===== config.mk =====
export PLATFORM = sky130hd
export DESIGN_NAME = id_ex_latch
export DESIGN_NICKNAME = d
export VERILOG_FILES = /design/src/rtl/id_ex_latch.sv
export SDC_FILE = /design/constraint.sdc
export NUM_CORES = 1
export LEC_CHECK = 0
export ABC_AREA = 0
export CAP_MARGIN = 10
export CORE_AREA = 2 2 126 128
export CTS_CLUSTER_DIAMETER = 100
export DETAILED_ROUTE_END_ITERATION = 8
export DIE_AREA = 0 0 128 130
export MAX_ROUTING_LAYER = met4
export PLACE_DENSITY = 0.86
export SYNTH_ARGS = -nofsm -noshare
export SYNTH_HDL_FRONTEND = slang
export SYNTH_SLANG_ARGS = --single-unit

===== constraint.sdc =====
create_clock -name CLK -period 4.82 [get_ports CLK]
set_clock_uncertainty 0.15 [all_clocks]
set_input_delay 1.446 -clock CLK [delete_from_list [all_inputs] [get_ports CLK]]
set_output_delay 1.446 -clock CLK [all_outputs]
set_load 0.01 [all_outputs]

===== src/rtl/id_ex_latch.sv =====
// id_ex_latch: decode/execute pipeline register for the five-stage MIPS core.
// Captures the decoded ID instruction and presents it to EX one cycle later.
// It detects load-use hazards, inserting one bubble and asking upstream to
// stall. It honours branch flushes and global holds (ex_en low).
// Optional feature macro: ID_EX_PERF_EN adds bubble/flush performance counters.
module id_ex_latch (
    input  logic        CLK,
    input  logic        RST,
    input  logic        id_valid,
    input  logic [4:0]  id_rs,
    input  logic [4:0]  id_rt,
    input  logic [4:0]  id_wsel,
    input  logic [31:0] id_rdat1,
    input  logic [31:0] id_rdat2,
    input  logic [31:0] id_imm,
    input  logic [31:0] id_pc4,
    input  logic [15:0] id_ctrl,
    input  logic        id_memread,
    input  logic        id_regwrite,
    input  logic        ex_en,
    input  logic        flush,
    output logic        ex_valid,
    output logic [4:0]  ex_rs,
    output logic [4:0]  ex_rt,
    output logic [4:0]  ex_wsel,
    output logic [31:0] ex_rdat1,
    output logic [31:0] ex_rdat2,
    output logic [31:0] ex_imm,
    output logic [31:0] ex_pc4,
    output logic [15:0] ex_ctrl,
    output logic        ex_memread,
    output logic        ex_regwrite,
    output logic        lu_stall
`ifdef ID_EX_PERF_EN
    ,
    output logic [31:0] bubble_cnt,
    output logic [31:0] flush_cnt
`endif
);

    logic        r_exValid;
    logic [4:0]  r_exRs;
    logic [4:0]  r_exRt;
    logic [4:0]  r_exWsel;
    logic [31:0] r_exRdat1;
    logic [31:0] r_exRdat2;
    logic [31:0] r_exImm;
    logic [31:0] r_exPc4;
    logic [15:0] r_exCtrl;
    logic        r_exMemread;
    logic        r_exRegwrite;

    logic w_luStall;
    logic w_clear;
    logic w_load;

    // A load in EX whose destination is a source of the ID instruction must
    // stall one cycle. Writes to $0 never create a real dependency.
    assign w_luStall = r_exValid & r_exMemread & (r_exWsel != 5'd0) & id_valid &
                       ((id_rs == r_exWsel) | (id_rt == r_exWsel));

    // Reset, flush and an enabled load-use stall all load a bubble (all zeros).
    // A hold (ex_en low) blocks only the stall bubble; flush and reset still act.
    assign w_clear = RST | flush | (ex_en & w_luStall);
    assign w_load  = ex_en & ~w_luStall;

    // Pipeline register: bubble takes priority over hold, hold over load.
    always_ff @(posedge CLK) begin
        if (w_clear) begin
            r_exValid    <= 1'b0;
            r_exRs       <= 5'd0;
            r_exRt       <= 5'd0;
            r_exWsel     <= 5'd0;
            r_exRdat1    <= 32'd0;
            r_exRdat2    <= 32'd0;
            r_exImm      <= 32'd0;
            r_exPc4      <= 32'd0;
            r_exCtrl     <= 16'd0;
            r_exMemread  <= 1'b0;
            r_exRegwrite <= 1'b0;
        end else if (w_load) begin
            r_exValid    <= id_valid;
            r_exRs       <= id_rs;
            r_exRt       <= id_rt;
            r_exWsel     <= id_wsel;
            r_exRdat1    <= id_rdat1;
            r_exRdat2    <= id_rdat2;
            r_exImm      <= id_imm;
            r_exPc4      <= id_pc4;
            r_exCtrl     <= id_ctrl;
            r_exMemread  <= id_memread;
            r_exRegwrite <= id_regwrite;
        end
    end

    assign ex_valid    = r_exValid;
    assign ex_rs       = r_exRs;
    assign ex_rt       = r_exRt;
    assign ex_wsel     = r_exWsel;
    assign ex_rdat1    = r_exRdat1;
    assign ex_rdat2    = r_exRdat2;
    assign ex_imm      = r_exImm;
    assign ex_pc4      = r_exPc4;
    assign ex_ctrl     = r_exCtrl;
    assign ex_memread  = r_exMemread;
    assign ex_regwrite = r_exRegwrite;
    assign lu_stall    = w_luStall;

`ifdef ID_EX_PERF_EN
    logic [31:0] r_bubbleCnt;
    logic [31:0] r_flushCnt;

    // Saturating counters. Flushes are counted even during a hold; stall
    // bubbles are counted only when one is actually loaded.
    always_ff @(posedge CLK) begin
        if (RST) begin
            r_bubbleCnt <= 32'd0;
            r_flushCnt  <= 32'd0;
        end else begin
            if (flush && (r_flushCnt != 32'hFFFF_FFFF)) begin
                r_flushCnt <= r_flushCnt + 32'd1;
            end
            if (!flush && ex_en && w_luStall && (r_bubbleCnt != 32'hFFFF_FFFF)) begin
                r_bubbleCnt <= r_bubbleCnt + 32'd1;
            end
        end
    end

    assign bubble_cnt = r_bubbleCnt;
    assign flush_cnt  = r_flushCnt;
`else
    // Default build: no performance counters.
`endif

endmodule


# ---- Yosys cells after proc, flatten, opt, wreduce, memory -nomap -nowiden
# Index checks and enable logic that the tools add are counted.
dict set report classes {
  n_addsub 0
  mul 0
  n_div 0
  n_lt_le_gt_ge 0
  eq_ne 2
  shifts 0
  n_mux 0
  bitwise_logic 10
  n_reduce_logical 1
}
# cell count
set op_table {}
lappend op_table {{$eq 5x5->1} 2}
lappend op_table {{$and 1x1->1} 6}
lappend op_table {{$reduce_bool 5->1} 1}
lappend op_table {{$or 1x1->1} 3}
lappend op_table {{$not 1->1} 1}
dict set report totals {
  reg_bits 162
  latch_bits 0
  ram_bits 0
  rom_bits 0
  in_bits 166
  output_inout_bits 163
  word_cells 24
  n_memories 0
}

# ---- Logic depth before layout (Yosys ltp)
dict set report logic_depth {
  word_depth 6
  mapped_depth 7
  ltp_nobuf 4
}

# ---- Worst setup path after synthesis
# No wires, ideal clock.
dict set report synth_path {
  kind {input -> output}
  from {input port id_rs[3]}
  to {output port lu_stall}
  arrival_time_ps 2479
  required_ps 3224
  path_slack_ps 745
  stages 5
  n_path_buf 1
  cell_sequence {xnor2_1 > nand3_1 > o22ai_2 > clkbuf_1 > nor2b_1}
}
dict set report synth_via {
  elab_chain_len 3
}
# element line
set synth_rtl {}
lappend synth_rtl {{from (decl)} 10} ;# input logic [4:0] id_rs,
lappend synth_rtl {{$eq 5x5->1} 60} ;# ((id_rs == r_exWsel) | (id_rt == r_exWsel));
lappend synth_rtl {{$or 1x1->1} 60}
lappend synth_rtl {{$and 1x1->1} 59} ;# assign w_luStall = r_exValid & r_exMemread & (r_exWsel != 5'd0) & id_valid &
lappend synth_rtl {{to (decl)} 33} ;# output logic lu_stall
# No other way between the ends.

# ---- Worst setup path after layout
dict set report layout_path {
  from {input port id_rs[4]}
  to {output port lu_stall}
}
# Same word-level chain as after synthesis.

==> impl_metrics.env <==
export IMPL_clock_sinks=162
export IMPL_antenna_cells=0
export IMPL_antenna_found_initial=0
export IMPL_setup_tns_ns=0
export IMPL_cts_tree="built"
export IMPL_rows=46
export IMPL_yosysWarnings=0
export IMPL_ir_worst_vdd_v=0.0002068
export IMPL_synthDistinctLibCells=17
export IMPL_cts_buffers=17
export IMPL_io_pins=329
export IMPL_cap_violations=0
export IMPL_clockBufferDepth=2
export IMPL_start_util=0.4308
export IMPL_root_buffer="clkbuf_16"
export IMPL_ff_latch_area_sq_um=3243
export IMPL_hold_depth=2
export IMPL_cp_max_fo=3
export IMPL_period_share=0.9188
export IMPL_synth_seq_area_share=0.4880
export IMPL_syn_nets=922
export IMPL_grt_max_degree=197
export IMPL_multi_input_area_sq_um=3032
export IMPL_fin_crit_ns=4.428
export IMPL_die_x_um=128
export IMPL_port_buffers=328
export IMPL_ant_nets=0
export IMPL_drive_above_1_share=0.03954
export IMPL_cp_arrival_ns=2.83
export IMPL_rsz0062_at_grt="no"
export IMPL_hold_violations=0
export IMPL_cp_start_kind="input pin"
export IMPL_r2r_start="ex_wsel[1]$_SDFFE_PP0P_"
export IMPL_cts_clk_slew_worst_paths_ns=0.06
export IMPL_track_usage=0.2502
export IMPL_r2r_slack_ns=1.34
export IMPL_synthCells=756
export IMPL_final_nets=1191
export IMPL_vias=7017
export IMPL_gp_congestion=0.7963
export IMPL_wl_met1_um=8969
export IMPL_critPathCaptureType="primary output"
export IMPL_slew_viol_final=0
export IMPL_p_sw_frac=0.2390
export IMPL_cellLeakagePower_nw=3.474
export IMPL_grt_pass1_vias=6133
export IMPL_status="finished, final reports clean"
export IMPL_grt_pass1_wl_um=32710
export IMPL_power_total_mw=3.403
export IMPL_crit_required_ns=3.22
export IMPL_clk_latency_ns=0.41
export IMPL_crit_path_start="id_rs[4]"
export IMPL_worstMarginPinSlew_ns=1.030
export IMPL_holdBufCountCts=0
export IMPL_fmax_mhz=225.8
export IMPL_synth_seq_cells=162
export IMPL_power_switching_mw=0.8135
export IMPL_p_seq_frac=0.434
export IMPL_drt_iter0_markers=692
export IMPL_dp_hpwl_um=13920
export IMPL_fp_coreArea_sq_um=15420
export IMPL_syn2layout_area_growth_pct=58.16
export IMPL_wl_per_cell_um=17.67
export IMPL_avgSynthCellArea_sq_um=8.790
export IMPL_p_per_area_nw_per_um2=323.8
export IMPL_overflow=0
export IMPL_maxSlewHeadroom=0.3132
export IMPL_firstDrtPassIters=5
export IMPL_pwr_share_clk=0.401
export IMPL_highest_layer="met4"
export IMPL_intPower_mw=2.589
export IMPL_worstSetupPathType="input pin to primary output"
export IMPL_setup_viol=0
export IMPL_dr_wl_met3_um=1626
export IMPL_die_area_sq_um=16640
export IMPL_hp_class="flip-flop to flip-flop"
export IMPL_combPwrFrac=0.164
export IMPL_syn_area_sq_um=6645
export IMPL_rr_endpoint="ex_imm[11]$_SDFFE_PP0P_"
export IMPL_drt_wl_total_um=21720
export IMPL_die_h_um=130
export IMPL_worst_r2r_cell_count=6
export IMPL_route_detailed_drc=0
export IMPL_htreeDepth=4
export IMPL_viasPerCell=5.710
export IMPL_n_fill_cell=1232
export IMPL_route_met2_wl_um=10480
export IMPL_cp_endpoint="lu_stall"
-- worst min path at each step --
stage,from,slack [ns],endpoint
2_1_floorplan,ex_ctrl[0]$_SDFFE_PP0P_,0.35,ex_ctrl[0]$_SDFFE_PP0P_
3_3_place_gp,ex_pc4[13]$_SDFFE_PP0P_,0.29,ex_pc4[13]$_SDFFE_PP0P_
3_5_place_dp,ex_rdat2[15]$_SDFFE_PP0P_,0.30,ex_rdat2[15]$_SDFFE_PP0P_
4_1_cts,ex_rdat2[15]$_SDFFE_PP0P_,0.32,ex_rdat2[15]$_SDFFE_PP0P_
5_1_grt,ex_rdat2[15]$_SDFFE_PP0P_,0.33,ex_rdat2[15]$_SDFFE_PP0P_
6_report,ex_ctrl[15]$_SDFFE_PP0P_,0.31,ex_ctrl[15]$_SDFFE_PP0P_
-- kinds of logic (layout without fill, tap and decap cells) --
| kind of cell | after synthesis | in the layout | share of synthesized area |
|---|---|---|---|
| simple gates | 170 | 170 | 0.09885 |
| compound gates | 326 | 326 | 0.3387 |
| buf+inv | 88 | 369 | 0.06120 |
| xor+xnor | 10 | 10 | 0.01318 |
| flops | 162 | 162 | 0.4880 |
-- Yosys cell counts --
library cell	count	area, sq um
nand2_1	164	615.6
a32oi_1	162	1419
dfxtp_1	162	3243
o21ai_0	144	720.7
clkbuf_1	69	259.0
o21ai_1	18	90.09
buf_2	10	50.05
xnor2_1	10	87.58
buf_6	8	90.09
nand3_1	2	10.01
buf_4	1	7.510
nor2b_1	1	6.260
nor3_2	1	10.01
nor3b_1	1	7.510
o2111ai_1	1	8.760
o22ai_2	1	12.51
or4_1	1	7.510
-- metrics by stage --
step,instances,utilization,setup WS (ns),area [sq um],hold WS [ns]
floorplan,756,-,0.7452,6645,0.3544
global placement,1198,0.6425,0.02659,9911,0.2946
detailed placement,1198,0.6425,0.008832,9911,0.3013
CTS,1229,0.6812,0.003863,10510,0.3171
global route,1229,0.6814,0.3214,10510,0.3331
finish,1229,0.6814,0.3915,10510,0.3133
-- state kept, by name (all words and copies together) (netlist names) --
name,count
ex_ctrl,16
ex_imm,32
ex_memread,1
ex_pc4,32
ex_rdat1,32
ex_rdat2,32
ex_regwrite,1
ex_rs,5
ex_rt,5
ex_valid,1
ex_wsel,5
-- worst max-delay path: stages --
cell and delay, ns:
clkdlybuf4s50_1 0.55, xnor2_1 0.15, nand3_1 0.14, o22ai_4 0.23
nor2b_1 0.14, dlymetal6s2s_1 0.18
-- power groups by stage --
stage          Sequential [mW]  Combinational [mW]  Clock (mW)
2_1_floorplan             1.54               0.147           0
3_3_place_gp              1.50               0.549           0
3_5_place_dp              1.50               0.558           0
4_1_cts                   1.48               0.560        1.40
5_1_grt                   1.49               0.600        1.45
6_report                  1.48               0.560        1.37
-- metal layers --
metal  vias up  track usage
li1       3417            -
met1      3256       0.3240
met2       301       0.3806
met3        43      0.06150
met4         0      0.09308
met5         -            -
-- what timing repair did --
action / in CTS / in global routing
buffers inserted: 0 / 0
resized for setup: 0 / 1
endpoints found under the setup margin: 0 / 1
-- area by class of cell --
cell class | count | area share
clock inverter | 8 | 0.01226
tap | 192 | 0.02286
multi-input combinational | 506 | 0.2885
clock buffer | 23 | 0.04452
timing repair buffer | 338 | 0.3233
sequential | 162 | 0.3086
-- cells in the final DEF (no fill, tap or decap) --
master,count
clkinv_2,1
xnor2_1,10
clkinvlp_4,1
nor2b_1,1
clkbuf_1,4
clkinv_4,3
bufinv_16,3
nor3b_2,1
buf_12,3
buf_4,7
o2111ai_4,1
a32oi_1,162
nor3_4,1
nand2_1,164
clkdlybuf4s50_1,327
o22ai_4,1
clkbuf_8,2
dfxtp_1,162
nand3_1,2
or4_1,1
dlymetal6s2s_1,1
clkbuf_16,17
o21ai_0,144
o21ai_1,18
Power figures use the tool's default switching activity.
